**config.mk**
```make
export PLATFORM = sky130hd
export DESIGN_NAME = hazard_ctrl_unit
export DESIGN_NICKNAME = d
export VERILOG_FILES = /design/src/rtl/hazard_ctrl_unit.sv
export SDC_FILE = /design/constraint.sdc
export NUM_CORES = 1
export LEC_CHECK = 0
export CAP_MARGIN = 15
export CORE_ASPECT_RATIO = 1.25
export CORE_MARGIN = 2
export CORE_UTILIZATION = 28
export DETAILED_ROUTE_END_ITERATION = 10
export PLACE_DENSITY = 0.78
export SLEW_MARGIN = 20
export SYNTH_ARGS = -nofsm -noshare
export SYNTH_HDL_FRONTEND = slang
export SYNTH_SLANG_ARGS = --single-unit
export TNS_END_PERCENT = 10
```
**constraint.sdc**
```tcl
create_clock -name clk -period 2.36 [get_ports clk]
set_clock_uncertainty 0.2 [all_clocks]
set_input_delay 0.59 -clock clk [delete_from_list [all_inputs] [get_ports clk]]
set_output_delay 0.59 -clock clk [all_outputs]
set_load 0.02 [all_outputs]
```
**src/rtl/hazard_ctrl_unit.sv**
```systemverilog
`default_nettype none
// ============================================================================
// Module      : hazard_ctrl_unit
// Description : Hazard controller for the 5-stage pipeline. Detects load-use
//               hazards and stalls the front end for MEM_LAT cycles, flushes
//               IF/ID, ID/EX and EX/MEM on a taken branch, and produces the EX
//               operand forwarding selects.
//
//               Optional feature macro: HAZARD_PERF_EN
//                 defined   -> stall_cnt / flush_cnt saturating counters
//                 undefined -> no counter flops, both outputs tied to zero
//
// Ports       : clk, rst (async, active-high)
//               id_rs/id_rt/id_uses_rs/id_uses_rt  - ID-stage sources
//               ex_memread/ex_rt/ex_rs              - EX-stage load + sources
//               mem_regwrite/mem_rd, wb_regwrite/wb_rd - forwarding producers
//               branch_taken                        - taken branch from MEM
//               pc_write/if_id_write/id_ex_bubble   - stall controls
//               flush_if_id/flush_id_ex/flush_ex_mem - flush controls
//               fwd_a/fwd_b                         - 00 RF, 10 EX/MEM, 01 MEM/WB
//               stall_cnt/flush_cnt                 - performance counters
//
// Revision    : 1.0 - initial release
// ============================================================================
module hazard_ctrl_unit #(
    parameter int REG_AW  = 5,
    parameter int MEM_LAT = 1,
    parameter int CNT_W   = 32
) (
    input  logic              clk,
    input  logic              rst,
    input  logic [REG_AW-1:0] id_rs,
    input  logic [REG_AW-1:0] id_rt,
    input  logic              id_uses_rs,
    input  logic              id_uses_rt,
    input  logic              ex_memread,
    input  logic [REG_AW-1:0] ex_rt,
    input  logic [REG_AW-1:0] ex_rs,
    input  logic              mem_regwrite,
    input  logic [REG_AW-1:0] mem_rd,
    input  logic              wb_regwrite,
    input  logic [REG_AW-1:0] wb_rd,
    input  logic              branch_taken,
    output logic              pc_write,
    output logic              if_id_write,
    output logic              id_ex_bubble,
    output logic              flush_if_id,
    output logic              flush_id_ex,
    output logic              flush_ex_mem,
    output logic [1:0]        fwd_a,
    output logic [1:0]        fwd_b,
    output logic [CNT_W-1:0]  stall_cnt,
    output logic [CNT_W-1:0]  flush_cnt
);

    // Latency counter is sized for the full 1..15 range of MEM_LAT.
    localparam logic [3:0] c_LAT_INIT = 4'(MEM_LAT - 1);

    typedef enum logic [0:0] {
        S_IDLE  = 1'b0,
        S_STALL = 1'b1
    } state_t;

    state_t      r_state;
    state_t      w_state_nxt;
    logic [3:0]  r_lat_cnt;
    logic [3:0]  w_lat_cnt_nxt;
    logic        w_load_use;

    assign w_load_use = ex_memread && (ex_rt != '0) &&
                        ((id_uses_rs && (id_rs == ex_rt)) ||
                         (id_uses_rt && (id_rt == ex_rt)));

    always_ff @(posedge clk or posedge rst) begin
        if (rst) begin
            r_state   <= S_IDLE;
            r_lat_cnt <= 4'd0;
        end else begin
            r_state   <= w_state_nxt;
            r_lat_cnt <= w_lat_cnt_nxt;
        end
    end

    always_comb begin
        w_state_nxt   = r_state;
        w_lat_cnt_nxt = r_lat_cnt;
        pc_write      = 1'b1;
        if_id_write   = 1'b1;
        id_ex_bubble  = 1'b0;
        flush_if_id   = 1'b0;
        flush_id_ex   = 1'b0;
        flush_ex_mem  = 1'b0;

        if (branch_taken) begin
            // A taken branch overrides everything, including a stall in flight.
            flush_if_id   = 1'b1;
            flush_id_ex   = 1'b1;
            flush_ex_mem  = 1'b1;
            w_state_nxt   = S_IDLE;
            w_lat_cnt_nxt = 4'd0;
        end else begin
            case (r_state)
                S_IDLE: begin
                    if (w_load_use) begin
                        pc_write     = 1'b0;
                        if_id_write  = 1'b0;
                        id_ex_bubble = 1'b1;
                        // The detect cycle itself is the first stall cycle;
                        // STALL covers the remaining MEM_LAT-1.
                        if (MEM_LAT > 1) begin
                            w_state_nxt   = S_STALL;
                            w_lat_cnt_nxt = c_LAT_INIT;
                        end
                    end
                end
                S_STALL: begin
                    pc_write      = 1'b0;
                    if_id_write   = 1'b0;
                    id_ex_bubble  = 1'b1;
                    w_lat_cnt_nxt = r_lat_cnt - 4'd1;
                    if (r_lat_cnt == 4'd1) begin
                        w_state_nxt = S_IDLE;
                    end
                end
                default: begin
                    w_state_nxt   = S_IDLE;
                    w_lat_cnt_nxt = 4'd0;
                end
            endcase
        end
    end

    // Forwarding: EX/MEM has priority over MEM/WB; r0 is never forwarded.
    always_comb begin
        fwd_a = 2'b00;
        if (mem_regwrite && (mem_rd != '0) && (mem_rd == ex_rs)) begin
            fwd_a = 2'b10;
        end else if (wb_regwrite && (wb_rd != '0) && (wb_rd == ex_rs)) begin
            fwd_a = 2'b01;
        end
    end

    always_comb begin
        fwd_b = 2'b00;
        if (mem_regwrite && (mem_rd != '0) && (mem_rd == ex_rt)) begin
            fwd_b = 2'b10;
        end else if (wb_regwrite && (wb_rd != '0) && (wb_rd == ex_rt)) begin
            fwd_b = 2'b01;
        end
    end

`ifdef HAZARD_PERF_EN
    localparam logic [CNT_W-1:0] c_CNT_ONE = {{(CNT_W-1){1'b0}}, 1'b1};

    logic [CNT_W-1:0] r_stall_cnt;
    logic [CNT_W-1:0] r_flush_cnt;

    // Both counters saturate at all-ones rather than wrapping.
    always_ff @(posedge clk or posedge rst) begin
        if (rst) begin
            r_stall_cnt <= '0;
            r_flush_cnt <= '0;
        end else begin
            if (!pc_write && (r_stall_cnt != '1)) begin
                r_stall_cnt <= r_stall_cnt + c_CNT_ONE;
            end
            if (branch_taken && (r_flush_cnt != '1)) begin
                r_flush_cnt <= r_flush_cnt + c_CNT_ONE;
            end
        end
    end

    assign stall_cnt = r_stall_cnt;
    assign flush_cnt = r_flush_cnt;
`else
    assign stall_cnt = '0;
    assign flush_cnt = '0;
`endif

endmodule
`default_nettype wire

```
### Yosys cells after proc, flatten, opt, wreduce, memory -nomap -nowiden

Cells that the tools add are included.

* $add $sub $neg: 1
* equal/unequal tests: 7
* multiplexer cells: 16
* bitwise gates (word level): 1
* reduce and logical (&&, ||, !) cells: 15

Operator list (count)
* == test 5 bit: 6
* nonzero test 5 bit: 3
* logical AND 1 bit: 10
* 2-to-1 mux 1 bit: 10
* 2-to-1 mux 4 bit: 2
* == test 4 x 1 -> 1 bit, second input constant: 1
* 2-to-1 mux 2 bit: 2
* one-hot mux 1 bit (2 select lines): 2
* subtractor 4 x 1 -> 4 bit, second input constant: 1
* nonzero test 2 bit: 1
* logical OR 1 bit: 1
* NOT 1 bit: 1

* register bits: 5
* bits of input ports: 38
* output and inout port bits: 74
* logic and storage cells: 42

### Depth between registers and ports, before layout

Gate-level depths: netlist of run 1.

* depth after elaboration: 7
* gate-level depth with buffers: 6
* gate-level depth less buffers: 5

### Least setup slack after synthesis of run 1

OpenSTA, ideal clock, no wires.

* path type: input port to output port
* from: input ex_rt[3]
* to: output id_ex_bubble
* data arrival time: 1.909 ns
* required time: 1.570 ns
* setup slack: -0.339 ns
* cell stages on the path: 5
* buffers on the path: 1
* cell sequence: clkbuf_1 -> xor2_1 -> nor4_1 -> a32oi_1 -> o31ai_1

* word-level cells in the longest chain between the ends: 7
* elaborated cells on any way between the ends: 11
* classes of those cells: 2 x eq/ne; 3 x mux; 6 x reduce/logical

RTL lines
* start, declared: line 37 `input logic [REG_AW-1:0] ex_rt,`
* == test 5 bit, on equally long branches: line 71, 72
* logical AND 1 bit, on equally long branches: line 71, 72
* logical OR 1 bit: line 71 `((id_uses_rs && (id_rs == ex_rt)) ||`
* logical AND 1 bit (*): line 70 `assign w_load_use = ex_memread && (ex_rt != '0) &&`
* 2-to-1 mux 1 bit (*): line 104 `if (w_load_use) begin`
* one-hot mux 1 bit (2 select lines) (*): line 102 `case (r_state)`
* 2-to-1 mux 1 bit (*): line 94 `if (branch_taken) begin`
* end, declared: line 46 `output logic id_ex_bubble,`

Every way passes the cells marked *; elsewhere a longest branch is shown, timed or not.

### Worst setup path after layout of run 1

* from: input wb_rd[2]
* to: output fwd_a[0]

* word-level cells in the longest chain between the ends: 5
* elaborated cells on any way between the ends: 6
* classes of those cells: 1 x eq/ne; 2 x mux; 3 x reduce/logical

RTL lines
* start, declared: line 42 `input logic [REG_AW-1:0] wb_rd,`
* nonzero test 5 bit: line 138 `end else if (wb_regwrite && (wb_rd != '0) && (wb_rd == ex_rs)) begin`
* logical AND 1 bit: line 138
* logical AND 1 bit (*): line 138
* 2-to-1 mux 1 bit (*): line 138
* 2-to-1 mux 2 bit (*): line 136 `if (mem_regwrite && (mem_rd != '0) && (mem_rd == ex_rs)) begin`
* end, declared: line 50 `output logic [1:0] fwd_a,`

Marked as above.

==> results of run 1 <==
[power by group]
part | internal (mW) | total [mW] | switching (mW)
logic | 0.105 | 0.278 | 0.173
clock network | 0.116 | 0.159 | 0.0425
registers | 0.0862 | 0.0862 | 0.000000000000000148
total | 0.307 | 0.522 | 0.215
[synthesized netlist by cell type, drive strengths merged]
| master | instances | area (um2) |
|---|---|---|
| nand3 | 2 | 10.0 |
| and2 | 1 | 6.26 |
| conb | 1 | 3.75 |
| ha | 2 | 25.0 |
| or4 | 5 | 41.3 |
| nor4b | 1 | 8.76 |
| o21ai | 3 | 26.3 |
| clkbuf | 5 | 18.8 |
| a21oi | 1 | 5.00 |
| dfrtp | 5 | 125 |
| a32oi | 1 | 8.76 |
| nor4 | 6 | 62.6 |
| o31a | 1 | 8.76 |
| xnor2 | 10 | 87.6 |
| nand2 | 1 | 3.75 |
| mux2 | 1 | 11.3 |
| xor2 | 23 | 201 |
| buf | 68 | 510 |
| inv | 3 | 11.3 |
| nand2b | 1 | 6.26 |
| nor2 | 5 | 18.8 |
| o31ai | 1 | 7.51 |
[logic make-up after synthesis]
| logic type | share of synthesized area (%) |
|---|---|
| flip-flops | 10.4 |
| other | 0.310 |
| AO/OA/AOI/OAI | 4.66 |
| XOR/XNOR | 23.9 |
| AND/OR/NAND/NOR | 13.0 |
| buffers and inverters | 44.7 |
| adder cells (fa/ha/maj) | 2.07 |
| multiplexers | 0.932 |
[sequential cells by signal, indices dropped and copies added (netlist names)]
| name | count |
|---|---|
| r_lat_cnt | 4 |
| r_state | 1 |
[layout make-up]
cell class                      instances  area [um2]
Timing Repair Buffer                   68         581
Tap cell                               56        70.1
Clock buffer                            4        45.0
Inverter                                3        11.3
Sequential cell                         5         125
Multi-Input combinational cell        129         857
Fill cell                             429        2440
[critical path, cell delays in order]
cell	delay (ns)
buf_6	0.10
buf_6	0.11
xor2_1	0.13
or4_4	0.55
nor4_4	0.28
buf_4	0.18
[path summary, 6_finish.rpt]
kind	slack, ns	end	depth (start not counted)
max	-0.37	fwd_a[0]	6
min	0.37	r_lat_cnt[2]	2
max reg2reg	0.97	r_lat_cnt[1]	4
min reg2reg	0.37	r_lat_cnt[3]	2
max in group asynchronous	1.41	r_lat_cnt[1]	2
min in group clk	0.37	r_lat_cnt[3]	2
[metal layers]
| metal | part of all wire, % | wire length, um | track usage, % |
|---|---|---|---|
| met1 | 35 | 900 | 10.7 |
| met2 | 58 | 1490 | 20.5 |
| met3 | 7.7 | 200 | 1.59 |
| met4 | 0 | 0 | 1.33 |
| met5 | 0 | 0 | 0 |
[cell usage in the layout, fill, tap and decap left out, types with 4 or more instances in the layout]
cell type,instances
xnor2_1,9
nor4_4,4
or4_4,4
buf_6,9
dfrtp_1,5
clkdlybuf4s15_1,7
buf_4,23
conb_1,64
clkdlybuf4s50_1,7
dlygate4sd2_1,7
nor2_1,5
xor2_1,23
buf_2,11
[per-stage QoR]
step                      TNS [ns]  utilization [%]  power (mW)
final                        -1.77             40.9       0.522
after global routing         -2.32             40.9       0.553
after CTS                    -1.93             40.6       0.525
after detailed placement     -9.13             39.1       0.360
after global placement       -8.96             39.1       0.357
after floorplan              -1.28                -       0.333
[timing repair]
item                       4_1_cts  5_1_grt
buffers inserted                 3        1
setup endpoints to repair       10        7
gates cloned                     0        0
resized for setup              148        2
pin swaps                       20        4
==> impl_metrics.py, run 1 <==
metrics = {
    "status": {
        "outcome": "finished with violations",
        "violations": "setup timing",
    },
    "global_route": {
        "grt_pass1_wl_um": 4020,
        "grt_usage_pct": 10.0,
        "grt_antenna_before_repair": 0,
        "grt_start_max_net_pins": 8,
        "grt-ovfl-total": 0,
        "grt_pass1_vias": 878,
    },
    "logic_synthesis": {
        "ys_seq_area_share_pct": 10.4,
        "synth_seq_cells": 5,
        "syn_area_um2": 1210,
        "synthCells": 147,
        "yosys_warnings": 0,
        "synth_cell_types": 25,
        "syn_area_per_cell_um2": 8.22,
    },
    "floorplan": {
        "die_height_um": 77.5,
        "dieArea_um2": 4860,
        "core_area_um2": 4130,
        "row_count": 26,
        "start_util_pct": 29.3,
        "die_w_um": 62.8,
        "boundaryPins": 112,
    },
    "route": {
        "vias_per_cell": 3.60,
        "drtIter0Drc": 20,
        "post-route-drc-count": 0,
        "wl_um": 2590,
        "post_drt_wl_per_cell_um": 9.78,
        "ant_nets": 0,
        "drt-pass1-iter-count": 4,
        "num_vias": 955,
    },
    "critical_path": {
        "critPathCaptureType": "primary output",
        "path_class": "input pin to primary output",
        "worstReg2RegStart": "r_lat_cnt[0]",
        "crit_start": "wb_rd[2]",
        "critPathArrivalTime_ns": 1.94,
        "critical_path_required_ns": 1.57,
        "start_kind": "input pin",
        "cp_max_fo": 2,
    },
    "finish": {
        "drive_above_1_share_pct": 31.1,
        "syn_to_final_growth_pct": 39.8,
        "final_cells": 265,
        "diodes": 0,
        "nets": 250,
        "final_area_um2": 1690,
    },
    "placed_design": {
        "gp_congestion": 0.739,
        "dp_hpwl_um": 2280,
        "io_buffer_count": 47,
        "placed_cell_area_um2": 1610,
        "dp_slack_ns": -1.23,
        "dp.cells": 257,
    },
    "clock_network": {
        "clkSlewWorstSetupHoldPaths_ns": 0.04,
        "ctsHoldBuffers": 0,
        "cts_max_path_buffers": 2,
        "cts.sinks": 5,
        "cts_buffers": 3,
        "clock_latency_ns": 0.22,
        "htree_num_levels": 1,
        "ctsRootBufferMaster": "clkbuf_8",
        "cts_tree": "yes",
    },
    "sta": {
        "period_share_pct": 115,
        "min_period_ns": 2.73,
        "setup_viol": 7,
        "rsz0062_at_grt": "true",
        "max_freq_mhz": 367,
        "report.final.slew_viol_count": 0,
        "hold_viol_final": 0,
        "whs_ns": 0.366,
        "fin_ws_ns": -0.365,
    },
    "pwr": {
        "p_per_area_nw_per_um2": 309,
        "vdd_ir_drop_max_mv": 0.145,
        "p_leak_nw": 0.834,
    },
    "hold_path": {
        "hold_path.class": "input pin to async pin",
    },
    "job": {
        "cap_violations": 0,
    },
}
No activity file was read; power rests on OpenSTA's default activity.
==> run 2, diff against run 1 <==
Settings changed: CORE_UTILIZATION 28 to 55, DONT_BUFFER_PORTS set to 1, PLACE_DENSITY 0.78 to 0.73.
==> run 2 against run 1 <==
  * The flow still finishes with violations (setup timing)
  * Via count fell by 24%
  * Worst hold slack got worse by 0.15 ns
  * Critical path depth fell by 2
  * Sequential power barely moved
  * Count of clock-buffer cells in the layout did not move
  * Clock power fell by 39%
  * Fmax rose by 8.5%
  * Register-to-register slack barely moved
  * Core utilization rose by 9.7 points
  * Non-clock buffer count fell by 61
  * Flip-flop and latch count did not move
  * Critical endpoint is now fwd_b[0]
  * Largest cell class unchanged
==> impl_metrics.py, run 2 (synthesis results as in run 1) <==
metrics = {
    "status": {
        "outcome": "finished with violations",
        "violations": "setup timing",
    },
    "finish": {
        "diodes": 0,
        "regArea_um2": 125,
        "final_cell_mix": "conb_1 (64), xor2_1 (23), xnor2_1 (10)",
        "nets": 189,
        "final_area_um2": 1080,
        "reg_top3": "r_lat_cnt (4), r_state (1)",
        "syn_to_final_growth_pct": -10.5,
        "largest_reg_flops": 4,
        "mostFrequentLayoutCell": "conb_1",
        "regMostFlops": "r_lat_cnt",
        "multi_input_area_um2": 826,
        "fin_util_pct": 50.6,
        "drive_above_1_share_pct": 14.2,
        "num-fill-cells": 217,
    },
    "clock_network": {
        "ctsRootBufferMaster": "clkbuf_4",
        "cts.sinks": 5,
        "postCtsSetupRepairBufs": 0,
        "clock_latency_ns": 0.24,
        "cts_buffers": 3,
        "cts_max_path_buffers": 2,
        "htree_num_levels": 1,
        "cts_tree": "yes",
        "clkSlewWorstSetupHoldPaths_ns": 0.04,
    },
    "sta": {
        "period_share_pct": 106,
        "fin_ws_ns": -0.151,
        "setup-tns-final_ns": -0.507,
        "setup_viol": 5,
        "max_freq_mhz": 398,
        "whs_ns": 0.213,
        "hold_viol_final": 0,
        "min_period_ns": 2.51,
        "report.final.slew_viol_count": 0,
        "rsz0062_at_grt": "true",
    },
    "global_route": {
        "met2_usage_pct": 30.2,
        "grt_pass1_vias": 666,
        "grt_pass1_wl_um": 2720,
        "grt_antenna_before_repair": 0,
        "grt_usage_pct": 14.2,
        "grt-ovfl-total": 0,
        "grt_use_met1_pct": 11.3,
        "grt-busiest-layer": "met2",
        "grt_start_max_net_pins": 11,
        "grt_util_met3_pct": 1.93,
    },
    "floorplan": {
        "boundaryPins": 112,
        "core_area_um2": 2140,
        "dieArea_um2": 2590,
        "row_count": 19,
        "die_height_um": 56.4,
        "die_w_um": 45.9,
        "start_util_pct": 56.5,
    },
    "placed_design": {
        "io_buffer_count": 0,
        "placed_cell_area_um2": 1030,
        "dp_hpwl_um": 1890,
        "gp_congestion": 0.609,
    },
    "critical_path": {
        "path_class": "input pin to primary output",
        "cp_max_fo": 3,
        "crit_end": "fwd_b[0]",
        "rrSetupSlack_ns": 0.98,
        "critPathArrivalTime_ns": 1.72,
        "crit_start": "wb_rd[4]",
        "start_kind": "input pin",
        "r2r_end": "r_lat_cnt[1]",
        "critPathCaptureType": "primary output",
        "worstReg2RegStart": "r_lat_cnt[0]",
        "critical_path_required_ns": 1.57,
        "worstRegToRegCells": 4,
    },
    "job": {
        "cap_violations": 0,
    },
    "hold_path": {
        "hold_path.class": "input pin to flip-flop",
    },
    "route": {
        "vias_per_cell": 4.30,
        "ant_nets": 0,
        "num_vias": 726,
        "post-route-drc-count": 0,
        "drtIter0Drc": 13,
        "post_drt_wl_per_cell_um": 12.6,
        "drt-pass1-iter-count": 3,
        "wl_um": 2130,
    },
    "pwr": {
        "finalPower_uw": 348,
        "p_per_area_nw_per_um2": 321,
        "p_leak_nw": 0.519,
        "vdd_ir_drop_max_mv": 0.247,
    },
}
## run 2: changes by cell type in the layout (fill, tap and decap cells not counted), sizes merged
cell / delta
clkdlybuf4s50: -7
buf: -38
clkdlybuf4s15: -9
dlymetal6s2s: -1
dlygate4sd2: -7
dlygate4sd3: +1
## run 2: layout make-up
class	count	area share, %
tap	21	2.43
clock buffer	4	2.43
sequential	5	11.6
timing repair buffer	7	6.24
inverter	3	1.04
multi-input combinational	129	76.3
## run 2: metrics by stage
step	std cells	setup WS [ns]
after CTS	169	-0.163
after global routing	169	-0.181
final	169	-0.151
after global placement	164	-0.224
after floorplan	210	-0.305
after detailed placement	164	-0.250
## run 2: worst min path at each step
stage | from | to | slack (ns) | cells after the start
2_1_floorplan | rst | r_lat_cnt[0] | 0.17 | 1
3_3_place_gp | rst | r_lat_cnt[3] | 0.18 | 1
3_5_place_dp | rst | r_lat_cnt[3] | 0.19 | 1
4_1_cts | branch_taken | r_lat_cnt[3] | 0.20 | 1
5_1_grt | branch_taken | r_lat_cnt[0] | 0.21 | 1
6_report | branch_taken | r_lat_cnt[3] | 0.21 | 1
## run 2: where the power goes
group	internal, mW	switching (mW)	leakage (nW)
registers	0.0861	0.000000000000000123	0.0699
logic	0.0406	0.124	0.434
clock network	0.0638	0.0329	0.0150
## run 2: worst max-delay path, cell delays in order
cell,delay (ns)
xor2_1,0.14
or4_4,0.54
nor4_4,0.27
buf_4,0.18
## run 2: per-layer routing
layer / share of wire [%] / wire, um / up-vias
met5: 0 / 0 / -
met4: 0 / 0 / 0
met3: 11 / 236 / 0
met2: 63 / 1340 / 43
met1: 26 / 555 / 343
li1: - / - / 340
## run 2: repair_timing
action / CTS / global route
endpoints found under the hold margin: 5 / 0
pin swaps: 12 / 3
hold buffers: 1 / 0
setup endpoints to repair: 5 / 7
gates resized for setup: 3 / 0
